### config.mk
export PLATFORM = sky130hd
export DESIGN_NAME = trans_scheduler_flat
export DESIGN_NICKNAME = d
export VERILOG_FILES = /design/src/rtl/trans_scheduler_if.sv /design/src/rtl/trans_scheduler.sv /design/src/flat_wrapper.sv
export SDC_FILE = /design/constraint.sdc
export NUM_CORES = 1
export LEC_CHECK = 0
export CAP_MARGIN = 20
export CORE_ASPECT_RATIO = 0.75
export CORE_UTILIZATION = 30
export DETAILED_ROUTE_END_ITERATION = 7
export SETUP_SLACK_MARGIN = 0.2
export SYNTH_ARGS = -nofsm -noshare
export SYNTH_HDL_FRONTEND = slang
export SYNTH_SLANG_ARGS = --single-unit
### constraint.sdc
create_clock -name clk -period 7.83 [get_ports clk]
set_clock_uncertainty 0.1 [all_clocks]
set_input_delay 1.566 -clock clk [delete_from_list [all_inputs] [get_ports clk]]
set_output_delay 1.566 -clock clk [all_outputs]
set_load 0.02 [all_outputs]
### src/rtl/trans_scheduler_if.sv
// -----------------------------------------------------------------------------
// trans_scheduler_if
// Bundles the two requester push ports, the validator issue/done handshake
// and the status outputs of trans_scheduler.
//   slave  : the scheduler side (requester words and validator done in,
//            ready/issue/status out)
//   master : the environment side (requesters, validator, monitors)
// -----------------------------------------------------------------------------
interface trans_scheduler_if;
    logic [127:0] a_data_i;
    logic         a_valid_i;
    logic         a_ready_o;
    logic [127:0] b_data_i;
    logic         b_valid_i;
    logic         b_ready_o;
    logic [127:0] val_data_o;
    logic         val_valid_o;
    logic         val_done_i;
    logic         busy_o;
    logic         timeout_o;
    logic [31:0]  issued_cnt_o;

    modport slave (
        input  a_data_i, a_valid_i, b_data_i, b_valid_i, val_done_i,
        output a_ready_o, b_ready_o, val_data_o, val_valid_o,
               busy_o, timeout_o, issued_cnt_o
    );

    modport master (
        output a_data_i, a_valid_i, b_data_i, b_valid_i, val_done_i,
        input  a_ready_o, b_ready_o, val_data_o, val_valid_o,
               busy_o, timeout_o, issued_cnt_o
    );
endinterface

### src/rtl/trans_scheduler.sv
// -----------------------------------------------------------------------------
// trans_scheduler
// Buffers 128-bit transaction words from two requesters (A, B) in per-requester
// FIFOs and issues them one at a time to a validator, round-robin between the
// requesters. After each issue the scheduler waits for the validator's done
// pulse before granting again. The very first word issued after reset gets
// bit 9 (block start) forced to 1.
//
// Ports:
//   clk        single clock, rising edge
//   rst        synchronous active-high reset
//   bus        trans_scheduler_if.slave:
//                a/b_data_i, a/b_valid_i, a/b_ready_o  requester push ports
//                val_data_o, val_valid_o, val_done_i   validator handshake
//                busy_o, timeout_o, issued_cnt_o       status
//
// Parameters:
//   FIFO_DEPTH entries per requester FIFO (power of two, 2..16)
//   TIMEOUT    WAIT_DONE cycles before a watchdog abort (1..65535)
//
// Optional feature: define TRANS_SCHEDULER_WATCHDOG_EN to build the WAIT_DONE
// watchdog. Without it timeout_o is tied low and WAIT_DONE only exits on
// val_done_i.
// -----------------------------------------------------------------------------
module trans_scheduler #(
    parameter int FIFO_DEPTH = 4,
    parameter int TIMEOUT    = 20000
) (
    input  logic          clk,
    input  logic          rst,
    trans_scheduler_if.slave bus
);
    localparam int PTR_W = (FIFO_DEPTH > 1) ? $clog2(FIFO_DEPTH) : 1;
    localparam int CNT_W = PTR_W + 1;
    localparam logic [CNT_W-1:0] FULL_CNT = CNT_W'(FIFO_DEPTH);

    typedef enum logic [1:0] {
        ST_IDLE      = 2'd0,
        ST_ISSUE     = 2'd1,
        ST_WAIT_DONE = 2'd2
    } state_t;

    if ((FIFO_DEPTH < 2) || (FIFO_DEPTH > 16) ||
        ((FIFO_DEPTH & (FIFO_DEPTH - 1)) != 0)) begin : g_bad_depth
        $error("trans_scheduler: FIFO_DEPTH must be a power of two in 2..16");
    end

    if ((TIMEOUT < 1) || (TIMEOUT > 65535)) begin : g_bad_timeout
        $error("trans_scheduler: TIMEOUT must be in 1..65535");
    end

    // Index 0 = requester A, index 1 = requester B.
    logic [1:0]   in_valid_s;
    logic [127:0] in_data_s [2];
    logic [127:0] head_s    [2];
    logic [1:0]   ready_s;
    logic [1:0]   not_empty_s;
    logic [1:0]   push_s;
    logic [1:0]   grant_s;
    logic [127:0] head_sel_s;
    logic [127:0] issue_word_s;

    state_t       state_r;
    logic         last_b_r;     // 1: requester B was granted last
    logic         first_r;      // next issue is the first since reset
    logic         val_valid_r;
    logic [127:0] val_data_r;
    logic         busy_r;
    logic [31:0]  issued_r;

    assign in_valid_s   = {bus.b_valid_i, bus.a_valid_i};
    assign in_data_s[0] = bus.a_data_i;
    assign in_data_s[1] = bus.b_data_i;
    assign bus.a_ready_o = ready_s[0];
    assign bus.b_ready_o = ready_s[1];

    for (genvar g = 0; g < 2; g++) begin : g_fifo
        logic [127:0]     mem_r [FIFO_DEPTH];
        logic [PTR_W-1:0] wr_ptr_r;
        logic [PTR_W-1:0] rd_ptr_r;
        logic [CNT_W-1:0] cnt_r;

        // Ready depends on occupancy before any same-cycle pop, so a full
        // FIFO never accepts a word even while its head is leaving.
        assign ready_s[g]     = (cnt_r != FULL_CNT);
        assign not_empty_s[g] = (cnt_r != {CNT_W{1'b0}});
        assign push_s[g]      = in_valid_s[g] & ready_s[g];
        assign head_s[g]      = mem_r[rd_ptr_r];

        // Word storage; contents need no reset because occupancy gates reads.
        always_ff @(posedge clk) begin
            if (!rst && push_s[g]) begin
                mem_r[wr_ptr_r] <= in_data_s[g];
            end
        end

        // Pointers wrap naturally at the power-of-two depth; occupancy tracks
        // push and pop independently so both may happen in one cycle.
        always_ff @(posedge clk) begin
            if (rst) begin
                wr_ptr_r <= {PTR_W{1'b0}};
                rd_ptr_r <= {PTR_W{1'b0}};
                cnt_r    <= {CNT_W{1'b0}};
            end else begin
                if (push_s[g]) begin
                    wr_ptr_r <= wr_ptr_r + PTR_W'(1);
                end
                if (grant_s[g]) begin
                    rd_ptr_r <= rd_ptr_r + PTR_W'(1);
                end
                case ({push_s[g], grant_s[g]})
                    2'b10:   cnt_r <= cnt_r + CNT_W'(1);
                    2'b01:   cnt_r <= cnt_r - CNT_W'(1);
                    default: cnt_r <= cnt_r;
                endcase
            end
        end
    end

    // Round-robin grant, only evaluated while idle; a grant also pops.
    always_comb begin
        grant_s = 2'b00;
        if (state_r == ST_IDLE) begin
            if (not_empty_s == 2'b11) begin
                grant_s = last_b_r ? 2'b01 : 2'b10;
            end else if (not_empty_s[0]) begin
                grant_s = 2'b01;
            end else if (not_empty_s[1]) begin
                grant_s = 2'b10;
            end else begin
                grant_s = 2'b00;
            end
        end else begin
            grant_s = 2'b00;
        end
    end

    assign head_sel_s = grant_s[1] ? head_s[1] : head_s[0];

    // Word presented to the validator, with block-start forced on first issue.
    always_comb begin
        issue_word_s    = head_sel_s;
        issue_word_s[9] = head_sel_s[9] | first_r;
    end

`ifdef TRANS_SCHEDULER_WATCHDOG_EN
    localparam logic [15:0] TIMEOUT_W = 16'(TIMEOUT);
    logic [15:0] wd_r;
    logic        timeout_r;
`endif

    // Issue FSM with registered validator and status outputs.
    always_ff @(posedge clk) begin
        if (rst) begin
            state_r     <= ST_IDLE;
            last_b_r    <= 1'b1;
            first_r     <= 1'b1;
            val_valid_r <= 1'b0;
            val_data_r  <= 128'd0;
            busy_r      <= 1'b0;
            issued_r    <= 32'd0;
`ifdef TRANS_SCHEDULER_WATCHDOG_EN
            wd_r        <= 16'd0;
            timeout_r   <= 1'b0;
`endif
        end else begin
`ifdef TRANS_SCHEDULER_WATCHDOG_EN
            timeout_r <= 1'b0;
`endif
            case (state_r)
                ST_IDLE: begin
                    if (grant_s != 2'b00) begin
                        val_data_r  <= issue_word_s;
                        val_valid_r <= 1'b1;
                        first_r     <= 1'b0;
                        last_b_r    <= grant_s[1];
                        issued_r    <= issued_r + 32'd1;
                        busy_r      <= 1'b1;
                        state_r     <= ST_ISSUE;
                    end else begin
                        val_valid_r <= 1'b0;
                        busy_r      <= 1'b0;
                        state_r     <= ST_IDLE;
                    end
                end
                ST_ISSUE: begin
                    val_valid_r <= 1'b0;
                    busy_r      <= 1'b1;
                    state_r     <= ST_WAIT_DONE;
`ifdef TRANS_SCHEDULER_WATCHDOG_EN
                    wd_r        <= 16'd0;
`endif
                end
                ST_WAIT_DONE: begin
`ifdef TRANS_SCHEDULER_WATCHDOG_EN
                    // timeout_o is raised in the WAIT_DONE cycle where the
                    // count reaches TIMEOUT; the FSM leaves on the next edge.
                    if (wd_r == TIMEOUT_W) begin
                        busy_r  <= 1'b0;
                        state_r <= ST_IDLE;
                    end else if (bus.val_done_i) begin
                        busy_r  <= 1'b0;
                        state_r <= ST_IDLE;
                    end else begin
                        wd_r      <= wd_r + 16'd1;
                        timeout_r <= ((wd_r + 16'd1) == TIMEOUT_W);
                        busy_r    <= 1'b1;
                        state_r   <= ST_WAIT_DONE;
                    end
`else
                    if (bus.val_done_i) begin
                        busy_r  <= 1'b0;
                        state_r <= ST_IDLE;
                    end else begin
                        busy_r  <= 1'b1;
                        state_r <= ST_WAIT_DONE;
                    end
`endif
                end
                default: begin
                    val_valid_r <= 1'b0;
                    busy_r      <= 1'b0;
                    state_r     <= ST_IDLE;
                end
            endcase
        end
    end

    assign bus.val_data_o   = val_data_r;
    assign bus.val_valid_o  = val_valid_r;
    assign bus.busy_o       = busy_r;
    assign bus.issued_cnt_o = issued_r;
`ifdef TRANS_SCHEDULER_WATCHDOG_EN
    assign bus.timeout_o    = timeout_r;
`else
    assign bus.timeout_o    = 1'b0;
`endif

endmodule

### src/flat_wrapper.sv
// flat-port wrapper written by rule: the top's interface ports become plain ports
module trans_scheduler_flat 
#(
    parameter int FIFO_DEPTH = 4,
    parameter int TIMEOUT    = 20000
)
  (clk, rst, bus_a_data_i, bus_a_valid_i, bus_b_data_i, bus_b_valid_i, bus_val_done_i, bus_a_ready_o, bus_b_ready_o, bus_val_data_o, bus_val_valid_o, bus_busy_o, bus_timeout_o, bus_issued_cnt_o);
  trans_scheduler_if bus_i ();
  input  logic clk;
  input  logic rst;
  input wire logic [$bits(bus_i.a_data_i)-1:0] bus_a_data_i;
  input wire logic [$bits(bus_i.a_valid_i)-1:0] bus_a_valid_i;
  input wire logic [$bits(bus_i.b_data_i)-1:0] bus_b_data_i;
  input wire logic [$bits(bus_i.b_valid_i)-1:0] bus_b_valid_i;
  input wire logic [$bits(bus_i.val_done_i)-1:0] bus_val_done_i;
  output wire logic [$bits(bus_i.a_ready_o)-1:0] bus_a_ready_o;
  output wire logic [$bits(bus_i.b_ready_o)-1:0] bus_b_ready_o;
  output wire logic [$bits(bus_i.val_data_o)-1:0] bus_val_data_o;
  output wire logic [$bits(bus_i.val_valid_o)-1:0] bus_val_valid_o;
  output wire logic [$bits(bus_i.busy_o)-1:0] bus_busy_o;
  output wire logic [$bits(bus_i.timeout_o)-1:0] bus_timeout_o;
  output wire logic [$bits(bus_i.issued_cnt_o)-1:0] bus_issued_cnt_o;
  assign bus_i.a_data_i = bus_a_data_i;
  assign bus_i.a_valid_i = bus_a_valid_i;
  assign bus_i.b_data_i = bus_b_data_i;
  assign bus_i.b_valid_i = bus_b_valid_i;
  assign bus_i.val_done_i = bus_val_done_i;
  assign bus_a_ready_o = bus_i.a_ready_o;
  assign bus_b_ready_o = bus_i.b_ready_o;
  assign bus_val_data_o = bus_i.val_data_o;
  assign bus_val_valid_o = bus_i.val_valid_o;
  assign bus_busy_o = bus_i.busy_o;
  assign bus_timeout_o = bus_i.timeout_o;
  assign bus_issued_cnt_o = bus_i.issued_cnt_o;
  trans_scheduler #(.FIFO_DEPTH(FIFO_DEPTH), .TIMEOUT(TIMEOUT)) u_core (.clk(clk), .rst(rst), .bus(bus_i));
endmodule
Yosys cells after proc, flatten, opt, wreduce, memory -nomap -nowiden

Memories as Yosys holds them, arrays and structs flattened. A register that Yosys moved wholly into a read port is not among the register bits.
Cells that the tools add are included.

Flip-flop bits (word level): 180
Bits in writable memories: 1024
Input port bits: 261
Output and inout port bits: 165
Logic and storage cells: 69
Memories kept: 2

Memory list:

| memory                 | depth | width | read ports | clocked after memory_dff | write ports | line                  | RTL |
|---|---|---|---|---|---|---|---|
| u_core.g_fifo[0].mem_r | 4     | 128   | 1          | 1                        | 1           | trans_scheduler.sv:78 | `logic [127:0] mem_r [FIFO_DEPTH];` |
| u_core.g_fifo[1].mem_r | 4     | 128   | 1          | 1                        | 1           | trans_scheduler.sv:78 |  |

Add/sub/neg operators: 9
Eq/ne operators: 9
Muxes and demuxes: 23
Bitwise gates (word level): 3
Reductions and logical operators: 10

Operators with widths:

| operator                                          | count |
|---|---|
| two-way mux 128 bit                               | 1 |
| adder 32 x 1 -> 32 bit (second input constant)    | 1 |
| two-way mux 2 bit                                 | 10 |
| one-hot mux 3 bit (2 select lines)                | 2 |
| adder 2 x 1 -> 2 bit (second input constant)      | 4 |
| == test 2 bit (second input constant)             | 4 |
| two-way mux 1 bit                                 | 7 |
| adder 3 x 1 -> 3 bit (second input constant)      | 2 |
| == test 2 x 1 -> 1 bit (second input constant)    | 3 |
| != test 3 bit (second input constant)             | 2 |
| one-hot mux 2 bit (3 select lines)                | 1 |
| nonzero test 2 bit                                | 3 |
| nonzero test 3 bit                                | 2 |
| subtractor 3 x 1 -> 3 bit (second input constant) | 2 |
| one-hot mux 1 bit (3 select lines)                | 1 |
| bitwise AND 1 bit                                 | 2 |
| logical AND 1 bit                                 | 2 |
| logical NOT 2 bit                                 | 1 |
| one-hot mux 1 bit (2 select lines)                | 1 |
| AND reduction 2 bit                               | 1 |
| logical NOT 1 bit                                 | 1 |
| bitwise OR 1 bit                                  | 1 |

Depth between registers and ports, before layout

Gate-level depths: netlist of the first run.

Word-level depth: 8
Mapped depth: 11
Depth with buffers taken out: 9

Least setup slack after synthesis of the first run

Ideal clock, no wire load.

Kind: input -> register
Start: in rst
End: mem u_core.g_fifo[0].mem_r[0][0], enable pin
Library setup time: 503 ps
Arrival time: 4882 ps
Data required time: 7227 ps
Setup slack: 2345 ps
Stages on the path: 3
Path buffers: 1
Cell sequence: clkbuf_1 -> nor2_1 -> and2_1

Longest elaborated chain between the ends: 4

RTL lines:

| what                                    | line                  | RTL |
|---|---|---|
| start, declared                         | flat_wrapper.sv:10    | `input logic rst;` |
| logical NOT 1 bit                       | trans_scheduler.sv:92 | `if (!rst && push_s[g]) begin` |
| logical AND 1 bit                       | trans_scheduler.sv:92 |  |
| two-way mux 1 bit                       | trans_scheduler.sv:92 |  |
| two-way mux 1 bit (not written as such) | trans_scheduler.sv:93 | `mem_r[wr_ptr_r] <= in_data_s[g];` |
| end, declared                           | trans_scheduler.sv:78 |  |

Every way passes these cells.

Worst setup path after layout of the first run

Start: reg u_core.g_fifo[1].cnt_r[0]
End: out bus_b_ready_o

Longest elaborated chain between the ends: 1

RTL lines:

| what                   | line                   | RTL |
|---|---|---|
| start, declared        | trans_scheduler.sv:81  | `logic [CNT_W-1:0] cnt_r;` |
| start signal, assigned | trans_scheduler.sv:103 | `cnt_r <= {CNT_W{1'b0}};` |
| start signal, assigned | trans_scheduler.sv:112 | `2'b10: cnt_r <= cnt_r + CNT_W'(1);` |
| start signal, assigned | trans_scheduler.sv:113 | `2'b01: cnt_r <= cnt_r - CNT_W'(1);` |
| != test 3 bit          | trans_scheduler.sv:85  | `assign ready_s[g] = (cnt_r != FULL_CNT);` |
| end, declared          | flat_wrapper.sv:17     | `output wire logic [$bits(bus_i.b_ready_o)-1:0] bus_b_ready_o;` |

Every way passes these cells.

==> flow_metrics.py, run 1 <==
metrics = {
    "logic_synthesis": {
        "avgSynthCellArea_um2": 20.7,
        "async_reset_ff_share_pct": 0,
        "synth_top_family_by_area": "multiplexers",
        "ys_warn_count": 0,
        "synthMuxAreaShare_pct": 15.4,
        "syn-instance-count": 2215,
        "seq_area_frac_synth_pct": 75.2,
        "synth-simple-area-share_pct": 2.51,
        "ys_ff_latch": 1208,
        "synthAdderAreaFrac_pct": 0.388,
        "synth_compound_area_share_pct": 4.44,
        "synthFlopType": "edfxtp_1",
        "synth-edff-count": 1024,
        "netlist_area_mm2": 0.0458,
        "synth_cell_types": 44,
        "synth-xor-area-share_pct": 0.268,
        "synth_nets": 2489,
    },
    "setup_path": {
        "r2r_cells": 5,
        "critPathArrivalTime_ns": 2.21,
        "regToRegEndpoint": "u_core.bus.val_data_o[23]",
        "reg2reg_from": "u_core.g_fifo[0].cnt_r[2]",
        "crit_required_ns": 6.16,
        "regToRegSetupSlack_ns": 4.22,
        "cp-end-kind": "output pin",
        "path_max_fanout": 5,
        "start_kind": "flip-flop",
        "critPathSlowestCell": "clkdlybuf4s50_1",
        "worstSetupPathType": "reg2out",
        "cpPeakStageDelay_ns": 0.60,
        "crit_chain": "or3b_2 -> clkdlybuf4s50_1",
    },
    "clock_network": {
        "cts_setup_buffers": 0,
        "htreeDepth": 3,
        "cts_tree": "built",
        "clockRootBuffer": "clkbuf_16",
        "clock-sinks": 1208,
        "holdBufCountCts": 0,
        "clock_path_buffers": 3,
        "post_cts_resize_count": 0,
        "clk_pin_slew_worst_paths_ns": 0.06,
        "clk-insertion-delay-late_ns": 0.73,
        "cts_made_buffers": 119,
    },
    "finish": {
        "regArea_mm2": 0.0344,
        "multiInputGateArea_mm2": 0.0106,
        "drive_above_1_share_pct": 21.8,
        "nFillCells": 13829,
        "area_delta_synth_final_pct": 22.4,
        "final_net_count": 2927,
        "fin_util_pct": 37.2,
    },
    "placement": {
        "hpwl_um": 69400,
        "finalWeightedCongestion": 0.731,
        "pre_cts_ws_ns": 3.37,
        "io_buffers": 424,
    },
    "power_and_ir_drop": {
        "power_frac_comb_pct": 27.8,
        "power_frac_seq_pct": 42.0,
        "netSwitchingFraction_pct": 30.5,
        "p_clk_share_pct": 30.1,
        "p_int_mw": 13.3,
        "power.leakage_nw": 17.9,
        "p_switching_mw": 5.81,
        "vdd_drop_max_uv": 340,
        "powerDensity_mw_per_mm2": 340,
    },
    "timing": {
        "finalSetupTns_ns": 0,
        "relSlewSlack_pct": 20.1,
        "fmax_mhz": 258,
        "worstMarginPinSlew_ns": 1.20,
        "finalCritPeriodShare_pct": 49.5,
        "slew_violations": 0,
        "rsz0062_at_grt": "no",
        "period_minus_slack_ns": 3.88,
        "setup_viol": 0,
        "finalHoldViolCount": 0,
        "fin_ws_ns": 3.95,
    },
    "drt": {
        "antenna_left": 0,
        "drt-wirelength-per-cell_um": 23.3,
        "drc_errors": 0,
        "drt_wl_total_um": 111000,
        "vias": 22427,
        "drt-initial-drc-count": 1805,
        "via_per_inst": 4.70,
        "firstDrtPassIters": 5,
    },
    "global_routing": {
        "grt_use_total_pct": 14.2,
        "use_met1_pct": 19.1,
        "antenna_found_initial": 27,
        "gr-usage-met2_pct": 22.7,
        "grt_max_degree": 129,
        "grt_pass1_wl_um": 160000,
        "gr-total-overflow": 0,
        "grt_pass1_vias": 22592,
        "grt_util_met3_pct": 3.18,
        "grt.busiest_layer": "met2",
    },
    "floorplan": {
        "die_w_um": 453,
        "rows": 123,
        "core_mm2": 0.151,
        "io_pins": 426,
        "start_util_pct": 30.4,
        "die_area_mm2": 0.154,
        "die_h_um": 340,
    },
    "outcome": {
        "status": "finished clean",
    },
    "hold_path": {
        "worst_hold_path_type": "reg2reg",
        "hold_depth": 1,
        "hold_start": "u_core.first_r",
        "min_to": "u_core.first_r",
    },
    "job": {
        "max-cap-violations": 0,
    },
}
==> layout make-up <==
cell class              count  area share (%)
inverters                  14          0.0937
clock buffers             169            5.92
flip-flops and latches   1208            61.4
well taps                2000            4.46
diodes                     14          0.0625
multi-input cells         861            18.9
repair buffers            449            8.09
clock inverters            57            1.11
==> placed cells by master (no fill, tap or decap), types with 19 or more instances in the layout <==
cell type	n
a21oi_1	34
clkbuf_16	121
a211oi_2	120
or4_1	21
mux2i_1	129
dfxtp_1	180
clkinv_2	19
clkbuf_1	37
o31ai_1	21
nor2_1	151
edfxtp_1	1024
mux4_2	256
clkdlybuf4s50_1	423
==> layer usage <==
| metal | vias to the layer above | share of wire [%] | wire, µm |
|---|---|---|---|
| met2 | 525 | 48 | 53800 |
| met5 | - | 0.16 | 173 |
| li1 | 9999 | - | - |
| met4 | 24 | 2.5 | 2770 |
| met1 | 11716 | 44 | 48400 |
| met3 | 163 | 5.4 | 6060 |
==> cells by family after synthesis <==
| logic type | Yosys count |
|---|---|
| adders and majority gates | 13 |
| DFF | 1208 |
| muxes | 385 |
| other | 1 |
| and+or+nand+nor | 243 |
| AOI/OAI and AO/OA | 205 |
| buffers and inverters | 146 |
| xor gates and xnor gates | 14 |
==> worst max-delay path by stage <==
stage	slack [ns]	endpoint	from	cells past startpoint
after global placement	3.37	u_core.g_fifo[1].mem_r[2][18]	bus_b_valid_i	5
after global routing	3.87	bus_b_ready_o	u_core.g_fifo[1].cnt_r[2]	2
after detailed placement	3.37	u_core.g_fifo[1].mem_r[2][69]	bus_b_valid_i	5
after CTS	3.86	bus_b_ready_o	u_core.g_fifo[1].cnt_r[0]	2
final	3.95	bus_b_ready_o	u_core.g_fifo[1].cnt_r[0]	2
after floorplan	2.35	u_core.g_fifo[0].mem_r[0][0]	rst	3
==> power by group through the flow <==
| stage | logic, mW | clock network [mW] | registers (mW) |
|---|---|---|---|
| floorplan | 3.71 | 0 | 8.29 |
| global placement | 5.38 | 0 | 8.15 |
| detailed placement | 5.42 | 0 | 8.16 |
| CTS | 5.44 | 5.90 | 8.03 |
| global route | 5.72 | 6.14 | 8.08 |
| finish | 5.31 | 5.74 | 8.02 |
==> stage by stage <==
step	std cells	total power, mW	hold slack [ns]	instance area [µm²]
final	4772	19.1	0.354	56100
after global routing	4771	19.9	0.379	56100
after CTS	4758	19.4	0.355	56100
after detailed placement	4532	13.6	0.341	52100
after global placement	4532	13.5	0.337	52100
after floorplan	2215	12.0	0.328	45800
==> Yosys cell counts, types with 2 or more instances <==
cell | n | area, µm²
and2_1 | 8 | 50.1
a211oi_1 | 8 | 60.1
ha_1 | 11 | 138
and4_1 | 5 | 43.8
inv_1 | 13 | 48.8
edfxtp_1 | 1024 | 30700
xor2_1 | 8 | 70.1
buf_4 | 5 | 37.5
or4_1 | 21 | 158
mux2i_1 | 129 | 1290
fa_1 | 2 | 40.0
or3_1 | 8 | 50.1
mux4_2 | 256 | 5770
or3_4 | 2 | 22.5
o211ai_1 | 5 | 37.5
a211oi_2 | 120 | 1500
and3_1 | 3 | 18.8
nand2_1 | 17 | 63.8
nand3_1 | 9 | 45.0
o21ai_0 | 11 | 55.1
buf_6 | 28 | 315
nand4_1 | 9 | 56.3
clkbuf_1 | 52 | 195
dfxtp_1 | 184 | 3680
buf_2 | 47 | 235
a21oi_1 | 34 | 170
o31ai_1 | 21 | 158
nor2_1 | 151 | 567
nor3_1 | 3 | 15.0
xnor2_1 | 6 | 52.6
or3b_2 | 2 | 17.5
==> flip-flops by register name, indices dropped and copies added (netlist names), named ones only <==
| signal | cells |
|---|---|
| u_core.g_fifo.mem_r | 1024 |
| u_core.g_fifo.wr_ptr_r | 4 |
| u_core.bus.val_valid_o | 1 |
| u_core.bus.busy_o | 1 |
| u_core.g_fifo.rd_ptr_r | 4 |
| u_core.g_fifo.cnt_r | 6 |
| u_core.bus.issued_cnt_o | 32 |
| u_core.state_r | 2 |
| u_core.last_b_r | 1 |
| u_core.bus.val_data_o | 128 |
| u_core.first_r | 1 |
==> critical path: cells and delay by family, from the launching register on <==
kind                   cells  cell delay, ns
buffers and inverters      1            0.60
and+or+nand+nor            1            0.53
DFF                        1            0.37
Power figures use the tool's default switching activity.
==> run 2: changes to the inputs <==
Clock period 7.83 ns to 3.4 ns, I/O delays scaled along.
==> run 2 against run 1 <==
  * Hold slack worse by 0.13 ns
  * Sequential share of layout area fell by 0.75 points
  * First-iteration DRC count down 9.9%
  * Cell area grew 1.2%
  * Largest cell class unchanged
  * Largest power group unchanged
  * Core utilization grew 0.46 points
  * Register-to-register slack worse by 3.3 ns
  * Clock-buffer cell count is 15 lower
  * Power increased by 130%
  * Combinational power rose by 140%
  * Clock power is 140% higher
==> flow_metrics.py, run 2 (synthesis gave the netlist of run 1 again) <==
metrics = {
    "floorplan": {
        "core_mm2": 0.151,
        "rows": 123,
        "die_area_mm2": 0.154,
        "io_pins": 426,
        "start_util_pct": 30.4,
        "die_w_um": 453,
        "die_h_um": 340,
    },
    "power_and_ir_drop": {
        "power_frac_comb_pct": 28.6,
        "power_frac_seq_pct": 41.2,
        "power_mw": 44.7,
        "powerDensity_mw_per_mm2": 787,
        "p_switching_mw": 13.7,
        "p_int_mw": 31.0,
        "vdd_drop_max_uv": 503,
        "p_clk_share_pct": 30.2,
        "netSwitchingFraction_pct": 30.7,
        "power.leakage_nw": 18.2,
    },
    "outcome": {
        "status": "finished clean",
    },
    "global_routing": {
        "grt_use_total_pct": 14.7,
        "grt_max_degree": 95,
        "grt_pass1_vias": 23148,
        "grt_pass1_wl_um": 165000,
        "gr-total-overflow": 0,
        "antenna_found_initial": 24,
    },
    "clock_network": {
        "clock-sinks": 1208,
        "cts_tree": "built",
        "htreeDepth": 3,
        "cts_setup_buffers": 0,
        "clockRootBuffer": "clkbuf_16",
        "cts_made_buffers": 118,
        "clock_path_buffers": 3,
        "clk_pin_slew_worst_paths_ns": 0.06,
        "post_cts_resize_count": 0,
        "clk-insertion-delay-late_ns": 0.76,
        "holdBufCountCts": 0,
    },
    "placement": {
        "finalWeightedCongestion": 0.762,
        "dp_cells": 4558,
        "hpwl_um": 71900,
        "pre_cts_ws_ns": 0.535,
        "io_buffers": 424,
        "post_dp_cell_area_mm2": 0.0527,
    },
    "setup_path": {
        "crit_required_ns": 2.62,
        "crit_chain": "or3b_2 -> clkdlybuf4s50_1",
        "path_max_fanout": 5,
        "critPathSlowestCell": "clkdlybuf4s50_1",
        "cpPeakStageDelay_ns": 0.59,
        "critPathArrivalTime_ns": 2.24,
        "worstSetupPathType": "reg2out",
        "start_kind": "flip-flop",
        "cp-end-kind": "output pin",
    },
    "timing": {
        "worstMarginPinSlew_ns": 0.986,
        "rsz0062_at_grt": "no",
        "timing.hold.ws_ns": 0.225,
        "finalCritPeriodShare_pct": 88.7,
        "finalHoldViolCount": 0,
        "slew_violations": 0,
        "period_minus_slack_ns": 3.02,
        "fin_ws_ns": 0.384,
        "setup_viol": 0,
        "finalSetupTns_ns": 0,
        "fmax_mhz": 332,
        "relSlewSlack_pct": 34.3,
    },
    "finish": {
        "area_delta_synth_final_pct": 24.0,
        "final_net_count": 2952,
        "fin_cells": 4794,
        "finalInstanceArea_mm2": 0.0568,
        "final_cell_mix": "edfxtp_1 (1,024), clkdlybuf4s50_1 (423), mux4_2 (256), dfxtp_1 (180), nor2_1 (151)",
        "final_common_cell": "edfxtp_1",
        "drive_above_1_share_pct": 22.9,
        "fin_util_pct": 37.7,
        "largest_reg_flops": 1024,
        "regMostFlops": "u_core.g_fifo.mem_r",
    },
    "drt": {
        "drc_errors": 0,
        "firstDrtPassIters": 7,
        "vias": 22632,
        "drt-wirelength-per-cell_um": 23.9,
        "antenna_left": 0,
        "via_per_inst": 4.72,
        "drt_wl_total_um": 115000,
        "drt-initial-drc-count": 1626,
    },
    "job": {
        "max-cap-violations": 0,
    },
    "hold_path": {
        "worst_hold_path_type": "in2reg",
    },
}
## run 2: final cells by class
type                            instances  area (µm²)
Antenna cell                           11        27.5
Clock buffer                          154        3240
Clock inverter                         71         811
Fill cell                           13725       94000
Inverter                               14        52.6
Multi-Input combinational cell        861       10600
Sequential cell                      1208       34400
Tap cell                             2000        2500
Timing Repair Buffer                  475        5130
## run 2: power groups by stage
stage	registers [mW]	logic [mW]	clock network, mW
after floorplan	19.0	8.55	0
after global routing	18.5	13.7	14.4
after detailed placement	18.7	13.0	0
after global placement	18.7	13.0	0
after CTS	18.4	13.1	13.9
final	18.4	12.8	13.5
## run 2: final timing paths
path	startpoint	endpoint	slack [ns]	depth (start not counted)
setup / recovery	u_core.g_fifo[1].cnt_r[0]	bus_b_ready_o	0.38	2
hold reg to reg	u_core.first_r	u_core.first_r	0.35	1
hold / removal	rst	u_core.bus.issued_cnt_o[15]	0.23	2
setup reg to reg	u_core.g_fifo[1].cnt_r[0]	u_core.g_fifo[1].cnt_r[2]	0.91	8
## run 2: worst max-delay path, delay by kind of cell (launching register included)
family / cells / cell delay [ns]
buffers and inverters: 1 / 0.59
flip-flops: 1 / 0.36
AND/OR/NAND/NOR: 1 / 0.53
## run 2: routing by layer
layer  global-route usage [%]  vias up  part of all wire, %
met2                     23.0      570                   48
met3                     3.51      176                  5.6
met4                     5.18       22                  2.9
li1                         -    10029                    -
met5                        0        -                 0.12
met1                     19.9    11835                   44
